File: src/rtl/riscv_mem_arbiter.sv
// Two-port (fetch/data) arbiter onto one pipelined memory port, with an in-order read tag pipe.
// Build option: define ARB_ROUND_ROBIN_EN for alternating arbitration; otherwise data wins with a starvation override.
module riscv_mem_arbiter #(
    parameter int READ_LATENCY = 2,
    parameter int STARVE_LIMIT = 4
) (
    input  logic        clk_in,
    input  logic        rst_in,
    input  logic        i_req_in,
    input  logic [31:0] i_addr_in,
    output logic        i_ready_out,
    output logic [31:0] i_rdata_out,
    output logic        i_rvalid_out,
    input  logic        d_req_in,
    input  logic [31:0] d_addr_in,
    input  logic [31:0] d_wdata_in,
    input  logic [2:0]  d_size_in,
    input  logic        d_we_in,
    output logic        d_ready_out,
    output logic [31:0] d_rdata_out,
    output logic        d_rvalid_out,
    output logic [31:0] mem_addr_out,
    output logic [31:0] mem_wdata_out,
    output logic [2:0]  mem_size_out,
    output logic        mem_we_out,
    output logic        mem_re_out,
    input  logic [31:0] mem_rdata_in
);

    localparam logic [2:0] SIZE_WORD = 3'b010;

    logic                    grant_i;
    logic                    grant_d;
    logic                    accept;
    logic                    accept_read;
    logic                    prefer_fetch;
    logic                    last_grant;
    logic [READ_LATENCY-1:0] tag_valid;
    logic [READ_LATENCY-1:0] tag_owner;
    logic                    rsp_valid;

`ifdef ARB_ROUND_ROBIN_EN
    // last_grant = 1 means data went last, so it is fetch's turn.
    assign prefer_fetch = last_grant;
`else
    logic [3:0] starve_cnt;

    // A non-zero count always follows a data grant, so last_grant is 1 whenever the limit is hit.
    assign prefer_fetch = last_grant && (starve_cnt == 4'(STARVE_LIMIT));

    always_ff @(posedge clk_in) begin
        if (rst_in) begin
            starve_cnt <= '0;
        end else if (grant_i || !i_req_in) begin
            starve_cnt <= '0;
        end else if (grant_d) begin
            starve_cnt <= starve_cnt + 4'd1;
        end
    end
`endif

    // NOTE: every output of a combinational block gets a default first so no path infers a latch.
    always_comb begin
        grant_i = 1'b0;
        grant_d = 1'b0;
        if (!rst_in) begin
            if (i_req_in && d_req_in) begin
                grant_i = prefer_fetch;
                grant_d = !prefer_fetch;
            end else begin
                grant_i = i_req_in;
                grant_d = d_req_in;
            end
        end
    end

    assign i_ready_out = grant_i;
    assign d_ready_out = grant_d;
    assign accept      = grant_i || grant_d;
    assign accept_read = grant_i || (grant_d && !d_we_in);

    always_comb begin
        mem_addr_out  = '0;
        mem_wdata_out = '0;
        mem_size_out  = '0;
        mem_we_out    = 1'b0;
        mem_re_out    = 1'b0;
        if (grant_i) begin
            mem_addr_out = i_addr_in;
            mem_size_out = SIZE_WORD;
            mem_re_out   = 1'b1;
        end else if (grant_d) begin
            mem_addr_out  = d_addr_in;
            mem_wdata_out = d_wdata_in;
            mem_size_out  = d_size_in;
            mem_we_out    = d_we_in;
            mem_re_out    = !d_we_in;
        end
    end

    // NOTE: sequential state uses non-blocking assignments so every stage samples pre-edge values.
    always_ff @(posedge clk_in) begin
        if (rst_in) begin
            tag_valid  <= '0;
            tag_owner  <= '0;
            last_grant <= 1'b1;
        end else begin
            tag_valid[0] <= accept_read;
            tag_owner[0] <= grant_d;
            for (int k = 1; k < READ_LATENCY; k++) begin
                tag_valid[k] <= tag_valid[k-1];
                tag_owner[k] <= tag_owner[k-1];
            end
            if (accept) begin
                last_grant <= grant_d;
            end
        end
    end

    // The oldest tag stage lines up with the cycle memory presents its read data.
    assign rsp_valid    = tag_valid[READ_LATENCY-1] && !rst_in;
    assign i_rvalid_out = rsp_valid && !tag_owner[READ_LATENCY-1];
    assign d_rvalid_out = rsp_valid && tag_owner[READ_LATENCY-1];
    assign i_rdata_out  = i_rvalid_out ? mem_rdata_in : '0;
    assign d_rdata_out  = d_rvalid_out ? mem_rdata_in : '0;

endmodule

File: config.mk
export PLATFORM = sky130hd
export DESIGN_NAME = riscv_mem_arbiter
export DESIGN_NICKNAME = d
export VERILOG_FILES = /design/src/rtl/riscv_mem_arbiter.sv
export SDC_FILE = /design/constraint.sdc
export NUM_CORES = 1
export LEC_CHECK = 0
export ABC_AREA = 1
export BUFFER_PORTS_ARGS = -buffer_cell sky130_fd_sc_hd__buf_2
export CAP_MARGIN = 20
export CORE_AREA = 2 2 105 107
export DETAILED_ROUTE_END_ITERATION = 7
export DIE_AREA = 0 0 107 109
export PLACE_DENSITY = 0.61
export SLEW_MARGIN = 40
export SYNTH_ARGS = -nofsm -noshare
export SYNTH_HDL_FRONTEND = slang
export SYNTH_SLANG_ARGS = --single-unit
File: constraint.sdc
create_clock -name clk_in -period 1.3 [get_ports clk_in]
set_input_delay 0 -clock clk_in [delete_from_list [all_inputs] [get_ports clk_in]]
set_output_delay 0 -clock clk_in [all_outputs]
set_load 0.005 [all_outputs]
==> summary.txt, run 1 <==
status: complete, but fails checks
failing checks: negative setup slack
Synth area leader: nor2_1
pin count of the biggest net entering global routing: 39
Reg area: 185 sq um
Num CTS Buffers: 3
most frequent CP cell: nand2_2
first-pass GRT wire length: 10.3 mm
Area Overhead vs Synth: 159%
R2R depth: 12
crit path cell chain: inv_2 > ha_4 > nand2_2 > inv_2 > nand2_2 > nand2_2 > nand2_4 > clkinv_8 > clkbuf_16 > nand2_2 > nand2_1 > buf_2
Synth cell types: 22
first drt pass iteration count: 4
initial antenna violation count: 0
CTS tree: done
Final Hold Violating Endpoints: 0
NumNets Final: 786
reg2reg start: starve_cnt[0]
headroom to the max-slew limit: 0.758
Worst Setup Path Type: reg -> out
Post-Route WL: 8.77 mm
number of synthesized flops with an enable pin: 0
CP Data Arrival Time: 1.56 ns
Synth Area per Inst: 4.68 sq um
hold depth: 2
fin util: 0.391
Main synth FF type: dfxtp_1
Diodes inserted: 0
Fin Setup TNS: -14.72 ns
IO Pins: 273
Final GP Congestion: 0.763
FF+latch count, synth: 9
Starting Density: 0.151
count of buffers from port buffering: 272
CP startpoint: starve_cnt[0]
fin crit share: 1.20
leak pwr: 0.00281 uW
Tot GR Track Use: 0.109
core box area: 10600 sq um
Worst Clk Skew: 0.00268 ns
worst vdd ir: 0.000196 V
top post-synthesis cells by count: nor2_1, nand2_1, inv_1
max-cap violation count: 0
final setup fails: 76
cells after synthesis: 341
critical path's slowest cell: dfxtp_2
post-synthesis sequential area ratio: 0.113
count leader, synth: nor2_1
CTS root buf: clkbuf_8
Worst Max-Slew Pin Slew: 0.363 ns
Async SR Flop Fraction: 0
grt ovf: 0
Hold Startpoint: rst_in
crit start category: flip-flop
f_max: 639 MHz
Pwr Total: 1450 uW
Slew Limit Fails: 0
clock latency at the later pin of the worst-skew pair: 0.23 ns
Avg WL per Cell: 11.1 microns
max incr delay on CP: 0.33 ns
Die ar.: 11700 sq um
Synth warnings: 0
CP required: 1.30 ns
hold_ws: 0.0308 ns
multi-input logic area: 1310 sq um
unrepaired setup endpoints after global routing: true
crit-path max FO: 8
# rows: 38
Routed Antenna Nets: 0
pwr dens: 349 nW/um^2
Post-Syn Nets: 479
Vias/cell: 3.81
Die H: 109 microns
maximum root-to-sink buffer count: 2
die width: 107 microns
Crit. End Element: output port
area share of the largest cell type after synthesis: 0.240
iteration-0 DRC count of the detailed router: 116
drt drc: 0
post-DP HPWL: 6.22 mm
via count: 2997
Cell Area, Synth: 1600 sq um
number of H-tree levels: 1
layout cells sized above 1: 0.677
worst setup margin: -0.264 ns
vias in the first global route: 2276
largest cells by area after synthesis: nor2_1, nand2_1, inv_1
# fillers: 1108
Clock Sinks: 9
Worst Hold Class: in -> reg
min Tclk post-route: 1.56 ns
clk slew on worst S/H paths: 0.04 ns
[what timing repair did]
item / CTS / global route
pin swaps: 3 / 10
hold buffers: 1 / 0
resized for setup: 43 / 114
buffers inserted: 5 / 7
hold endpoints to repair: 1 / 0
cloned: 2 / 13
setup endpoints to repair: 110 / 141
[area by class of cell]
type,instances,area share
timing repair buffer,318,0.502
multi-input combinational,232,0.316
inverter,84,0.0840
sequential,9,0.0447
tap,140,0.0423
clock buffer,4,0.0109
[flip-flops by register name, indices dropped and copies added, names as in the netlist]
name / cells
tag_valid: 2
last_grant: 1
tag_owner: 2
starve_cnt: 4
[placed cells by master (no fill, tap or decap), types with 2 or more instances in the layout]
master and count:
a21oi_1 2, a21oi_2 2, buf_12 6, buf_16 2, buf_2 267, buf_4 12, buf_6 19, buf_8 2
clkbuf_16 9, clkbuf_8 3, dfxtp_1 5, dfxtp_2 4, inv_1 75, inv_2 5, inv_8 2, nand2_1 58
nand2_2 41, nand2_4 9, nand3_1 5, nor2_1 58, nor2_2 38, nor2_4 8, nor3_2 2, o21ai_2 2
[metal layers]
layer  track usage  wire length (microns)  part of all wire  up-vias
met5             0                      0                 0        -
met1         0.126                   3300              0.38     1281
met2         0.209                   4640              0.53      152
met3        0.0102                    737             0.084        5
li1              -                      -                 -     1559
met4        0.0362                     85            0.0097        0
[critical path, delay by kind of cell, from the launching register on]
family,cells,cell delay (ns)
AND/OR/NAND/NOR,6,0.36
adder cells (fa/ha/maj),1,0.15
buffers and inverters,5,0.49
flip-flops,1,0.33
[path summary, 6_finish.rpt]
| path | endpoint | slack [ns] |
|---|---|---|
| setup reg to reg | last_grant | -0.22 |
| hold / removal | tag_owner[1] | 0.03 |
| hold reg to reg | tag_owner[1] | 0.39 |
| setup / recovery | mem_addr_out[29] | -0.26 |
[metrics by stage]
step	cells	worst slack [ns]	area, sq um
finish	787	-0.264	4140
floorplan	341	0.0186	1600
CTS	770	-0.250	3480
global route	787	-0.340	4140
global placement	758	-0.00180	3210
detailed placement	758	-0.0508	3210
[report_power, final]
part           total [uW]  internal [uW]  switching, uW  leakage, uW
combinational         832            441            391      0.00271
sequential            292            288           4.43    0.0000753
clock                 323            214            110    0.0000228
total                1450            942            506      0.00281
[logic make-up (layout without fill, tap and decap cells)]
| kind of cell | Yosys count | in the layout | synth area share |
|---|---|---|---|
| DFF | 9 | 9 | 0.113 |
| buffers and inverters | 100 | 406 | 0.281 |
| adders and majority gates | 2 | 2 | 0.0157 |
| xor gates and xnor gates | 1 | 1 | 0.00549 |
| AOI/OAI and AO/OA | 7 | 7 | 0.0235 |
| and+or+nand+nor | 222 | 222 | 0.561 |
Note: power is estimated with default switching activity, not from simulation.
==> run 2, diff against run 1 <==
--- a/config.mk
+++ b/config.mk
@@ -12,6 +12,7 @@
 export DETAILED_ROUTE_END_ITERATION = 7
 export DIE_AREA = 0 0 107 109
 export PLACE_DENSITY = 0.61
+export SKIP_LAST_GASP = 1
 export SLEW_MARGIN = 40
 export SYNTH_ARGS = -nofsm -noshare
 export SYNTH_HDL_FRONTEND = slang
==> constraint.sdc (replaced) <==
create_clock -name clk_in -period 1.3 [get_ports clk_in]
set_input_delay 0.26 -clock clk_in [delete_from_list [all_inputs] [get_ports clk_in]]
set_output_delay 0.26 -clock clk_in [all_outputs]
set_load 0.005 [all_outputs]
==> summary.txt, run 2 (synthesis results as in run 1) <==
headroom to the max-slew limit: 0.816
crit start category: flip-flop
Routed Antenna Nets: 0
CTS tree: done
hold depth: 2
Fin Setup TNS: -52.19 ns
clk slew on worst S/H paths: 0.04 ns
Worst Clk Skew: 0.00308 ns
Clock Sinks: 9
worst setup margin: -0.516 ns
Post-Place Setup Slack: -0.266 ns
Diodes inserted: 0
Post-Route WL: 9.40 mm
Num CTS Buffers: 3
Hold Startpoint: d_we_in
failing checks: negative setup slack
clock power share: 0.220
CTS root buf: clkbuf_8
leak pwr: 0.00276 uW
Final GP Congestion: 0.729
sequential share of power: 0.193
Die ar.: 11700 sq um
critical path's slowest cell: dfxtp_2
NumNets Final: 788
vias in the first global route: 2538
Worst Hold Class: in -> reg
min Tclk post-route: 1.82 ns
internal power: 956 uW
hold_ws: 0.250 ns
Vias/cell: 3.85
Starting Density: 0.151
Final Hold Violating Endpoints: 0
max incr delay on CP: 0.31 ns
Area Overhead vs Synth: 177%
worst vdd ir: 0.000201 V
crit path cell chain: inv_2 > ha_4 > nand2_2 > inv_2 > nand2_2 > nand2_2 > nand2_4 > inv_8 > clkbuf_16 > nand2_2 > nand2_1 > buf_2
Tot GR Track Use: 0.127
CP Data Arrival Time: 1.56 ns
Slew Limit Fails: 0
maximum root-to-sink buffer count: 2
fin crit share: 1.40
CP startpoint: starve_cnt[0]
Die H: 109 microns
most frequent cells in the layout: buf_2, nand2_1, inv_1
iteration-0 DRC count of the detailed router: 96
first-pass GRT wire length: 11.8 mm
count of buffers from port buffering: 272
pin count of the biggest net entering global routing: 22
# rows: 38
pwr dens: 342 nW/um^2
post-DP HPWL: 6.16 mm
drt drc: 0
final setup fails: 141
# fillers: 1092
largest registers: starve_cnt x4, tag_owner x2, tag_valid x2
initial antenna violation count: 0
via count: 3038
Sw Ratio: 0.368
Most flops, register: starve_cnt
sw power: 557 uW
unrepaired setup endpoints after global routing: true
f_max: 551 MHz
R2R depth: 11
status: complete, but fails checks
Worst Setup Path Type: reg -> out
Pwr Total: 1510 uW
die width: 107 microns
number of H-tree levels: 1
reg2reg start: starve_cnt[0]
most common cell after layout, fill and taps aside: buf_2
Avg WL per Cell: 11.9 microns
most frequent CP cell: nand2_2
Worst Max-Slew Pin Slew: 0.276 ns
layout cells sized above 1: 0.700
fin util: 0.417
crit-path max FO: 7
IO Pins: 273
max-cap violation count: 0
Comb pwr share: 0.588
core box area: 10600 sq um
max reg flops: 4
grt ovf: 0
first drt pass iteration count: 4
clock latency at the later pin of the worst-skew pair: 0.24 ns
Crit. End Element: output port
CP required: 1.04 ns
-- run 2: worst paths after layout --
kind / to / slack, ns
hold reg to reg: tag_owner[1] / 0.39
setup reg to reg: starve_cnt[3] / -0.14
hold / removal: tag_valid[0] / 0.25
setup / recovery: mem_addr_out[23] / -0.52
-- run 2: final cells by class --
type | count | area, sq um | area share
repair buffers | 320 | 2120 | 0.480
multi-input cells | 232 | 1550 | 0.350
inverters | 84 | 343 | 0.0776
flip-flops and latches | 9 | 185 | 0.0419
well taps | 140 | 175 | 0.0396
clock buffers | 4 | 45.0 | 0.0102
-- run 2: through the flow --
step	instance area (sq um)	cells
3_5_place_dp	3280	762
2_1_floorplan	1650	341
6_report	4420	789
4_1_cts	3800	783
3_3_place_gp	3280	762
5_1_grt	4420	789
-- run 2: critical path: cells and delay by family (launching register included) --
kind / cells / cell delay, ns
buffers and inverters: 5 / 0.52
DFF: 1 / 0.31
adders and majority gates: 1 / 0.12
and+or+nand+nor: 6 / 0.37
-- run 2: metal layers --
layer / GRT usage / wire length, microns
met1: 0.145 / 3580
met2: 0.252 / 5070
met3: 0.0132 / 636
met4: 0.0306 / 120
met5: 0 / 0
-- run 2: timing repair --
action | CTS | global route
hold buffers | 0 | 0
endpoints found under the setup margin | 142 | 144
cloned | 8 | 5
gates resized for setup | 56 | 158
buffers inserted | 11 | 8
pin swaps | 4 | 24
-- run 2: power by group through the flow --
stage | registers (uW) | logic, uW | clock network, uW
floorplan | 296 | 260 | 0
global placement | 295 | 638 | 0
detailed placement | 295 | 638 | 0
CTS | 291 | 740 | 343
global route | 292 | 980 | 353
finish | 292 | 889 | 332
==> run 3, diff against run 2 <==
--- a/config.mk
+++ b/config.mk
@@ -12,6 +12,7 @@
 export DETAILED_ROUTE_END_ITERATION = 7
 export DIE_AREA = 0 0 107 109
 export PLACE_DENSITY = 0.61
+export SETUP_SLACK_MARGIN = 0.15
 export SKIP_LAST_GASP = 1
 export SLEW_MARGIN = 40
 export SYNTH_ARGS = -nofsm -noshare
==> summary.txt, run 3 (synthesis results as in run 1) <==
status: complete, but fails checks
failing checks: negative setup slack
worst vdd ir: 0.000393 V
via count: 3072
unrepaired setup endpoints after global routing: true
initial antenna violation count: 0
headroom to the max-slew limit: 0.820
final setup fails: 141
Area Overhead vs Synth: 180%
worst setup margin: -0.512 ns
number of H-tree levels: 1
Crit. End Element: output port
f_max: 552 MHz
drt drc: 0
fin util: 0.422
clk slew on worst S/H paths: 0.05 ns
# rows: 38
Worst Max-Slew Pin Slew: 0.270 ns
first-pass GRT wire length: 11.5 mm
Diodes inserted: 0
Fin Setup TNS: -59.77 ns
Tot GR Track Use: 0.123
maximum root-to-sink buffer count: 2
die width: 107 microns
iteration-0 DRC count of the detailed router: 127
max-cap violation count: 0
Post-Place Setup Slack: -0.325 ns
Worst Hold Class: in -> reg
grt ovf: 0
fin cells: 785
worst setup path endpoint: mem_addr_out[27]
R2R depth: 10
Worst Clk Skew: 0.000860 ns
Vias/cell: 3.91
CP startpoint: starve_cnt[0]
min Tclk post-route: 1.81 ns
CP Data Arrival Time: 1.55 ns
Slew Limit Fails: 0
pwr dens: 334 nW/um^2
Num CTS Buffers: 3
Post-Route WL: 9.02 mm
post-DP HPWL: 6.47 mm
leak pwr: 0.00282 uW
clock latency at the later pin of the worst-skew pair: 0.23 ns
FF-to-FF setup slack: -0.14 ns
Die H: 109 microns
largest registers: starve_cnt x4, tag_owner x2, tag_valid x2
NumNets Final: 784
CP required: 1.04 ns
CTS tree: done
most frequent cells in the layout: buf_2, nand2_1, inv_1
crit start category: flip-flop
layout cells sized above 1: 0.699
Die ar.: 11700 sq um
Clock Sinks: 9
fin crit share: 1.39
Routed Antenna Nets: 0
reg2reg start: starve_cnt[0]
count of buffers from port buffering: 272
# fillers: 1079
Worst Setup Path Type: reg -> out
Final GP Congestion: 0.765
max reg flops: 4
dpl cells: 761
r2r endpoint: starve_cnt[0]
crit-path max FO: 5
CTS root buf: clkbuf_8
pin count of the biggest net entering global routing: 35
Starting Density: 0.151
Final Hold Violating Endpoints: 0
most common cell after layout, fill and taps aside: buf_2
first drt pass iteration count: 4
core box area: 10600 sq um
CTS Hold Buffers Added: 0
Avg WL per Cell: 11.5 microns
vias in the first global route: 2489
Most flops, register: starve_cnt
IO Pins: 273
## run 3: worst min-delay path by stage
| stage | depth (start not counted) | endpoint | start |
|---|---|---|---|
| 2_1_floorplan | 1 | tag_owner[1] | rst_in |
| 3_3_place_gp | 2 | tag_owner[1] | tag_owner[0] |
| 3_5_place_dp | 2 | tag_owner[1] | tag_owner[0] |
| 4_1_cts | 2 | tag_valid[0] | d_we_in |
| 5_1_grt | 2 | tag_valid[0] | d_we_in |
| 6_report | 2 | tag_valid[0] | d_we_in |
## run 3: critical path: stages, from the launching register on
cell and delay [ns]:
dfxtp_2 0.33, inv_2 0.05, ha_4 0.15, nand2_2 0.05, inv_2 0.05, nand2_2 0.07, nand2_2 0.06, nand2_4 0.09
clkinv_8 0.09, buf_16 0.15, nand2_4 0.07, nand2_2 0.05, buf_6 0.11
## run 3: cell type report
cell class              instances  area (sq um)  share of cell area
multi-input cells             232          1610               0.359
inverters                      84           354              0.0792
clock buffers                   4          45.0              0.0101
repair buffers                316          2110               0.471
well taps                     140           175              0.0392
flip-flops and latches          9           185              0.0414
## run 3: repair_timing
action | 4_1_cts | 5_1_grt
gates cloned | 8 | 1
hold endpoints to repair | 0 | 0
buffers inserted | 5 | 6
setup endpoints to repair | 143 | 144
gates resized for setup | 61 | 151
pin swaps | 14 | 13
## run 3: power breakdown
| part | internal, uW | switching [uW] | total (uW) |
|---|---|---|---|
| combinational | 432 | 438 | 870 |
| clock | 214 | 117 | 332 |
| sequential | 287 | 5.01 | 292 |
| total | 933 | 560 | 1490 |
## run 3: per-stage QoR
stage	total power, uW	area [sq um]	hold slack [ns]
after global routing	1600	4470	0.274
after global placement	936	3320	0.394
after floorplan	564	1730	0.324
after detailed placement	940	3320	0.395
after CTS	1360	3820	0.280
final	1490	4470	0.266
## run 3: metal layers
layer / global-route usage / wire length, microns / vias up
li1: - / - / 1556
met1: 0.146 / 3320 / 1346
met2: 0.232 / 4900 / 164
met3: 0.0203 / 688 / 6
met4: 0.0260 / 117 / 0
met5: 0 / 0 / -
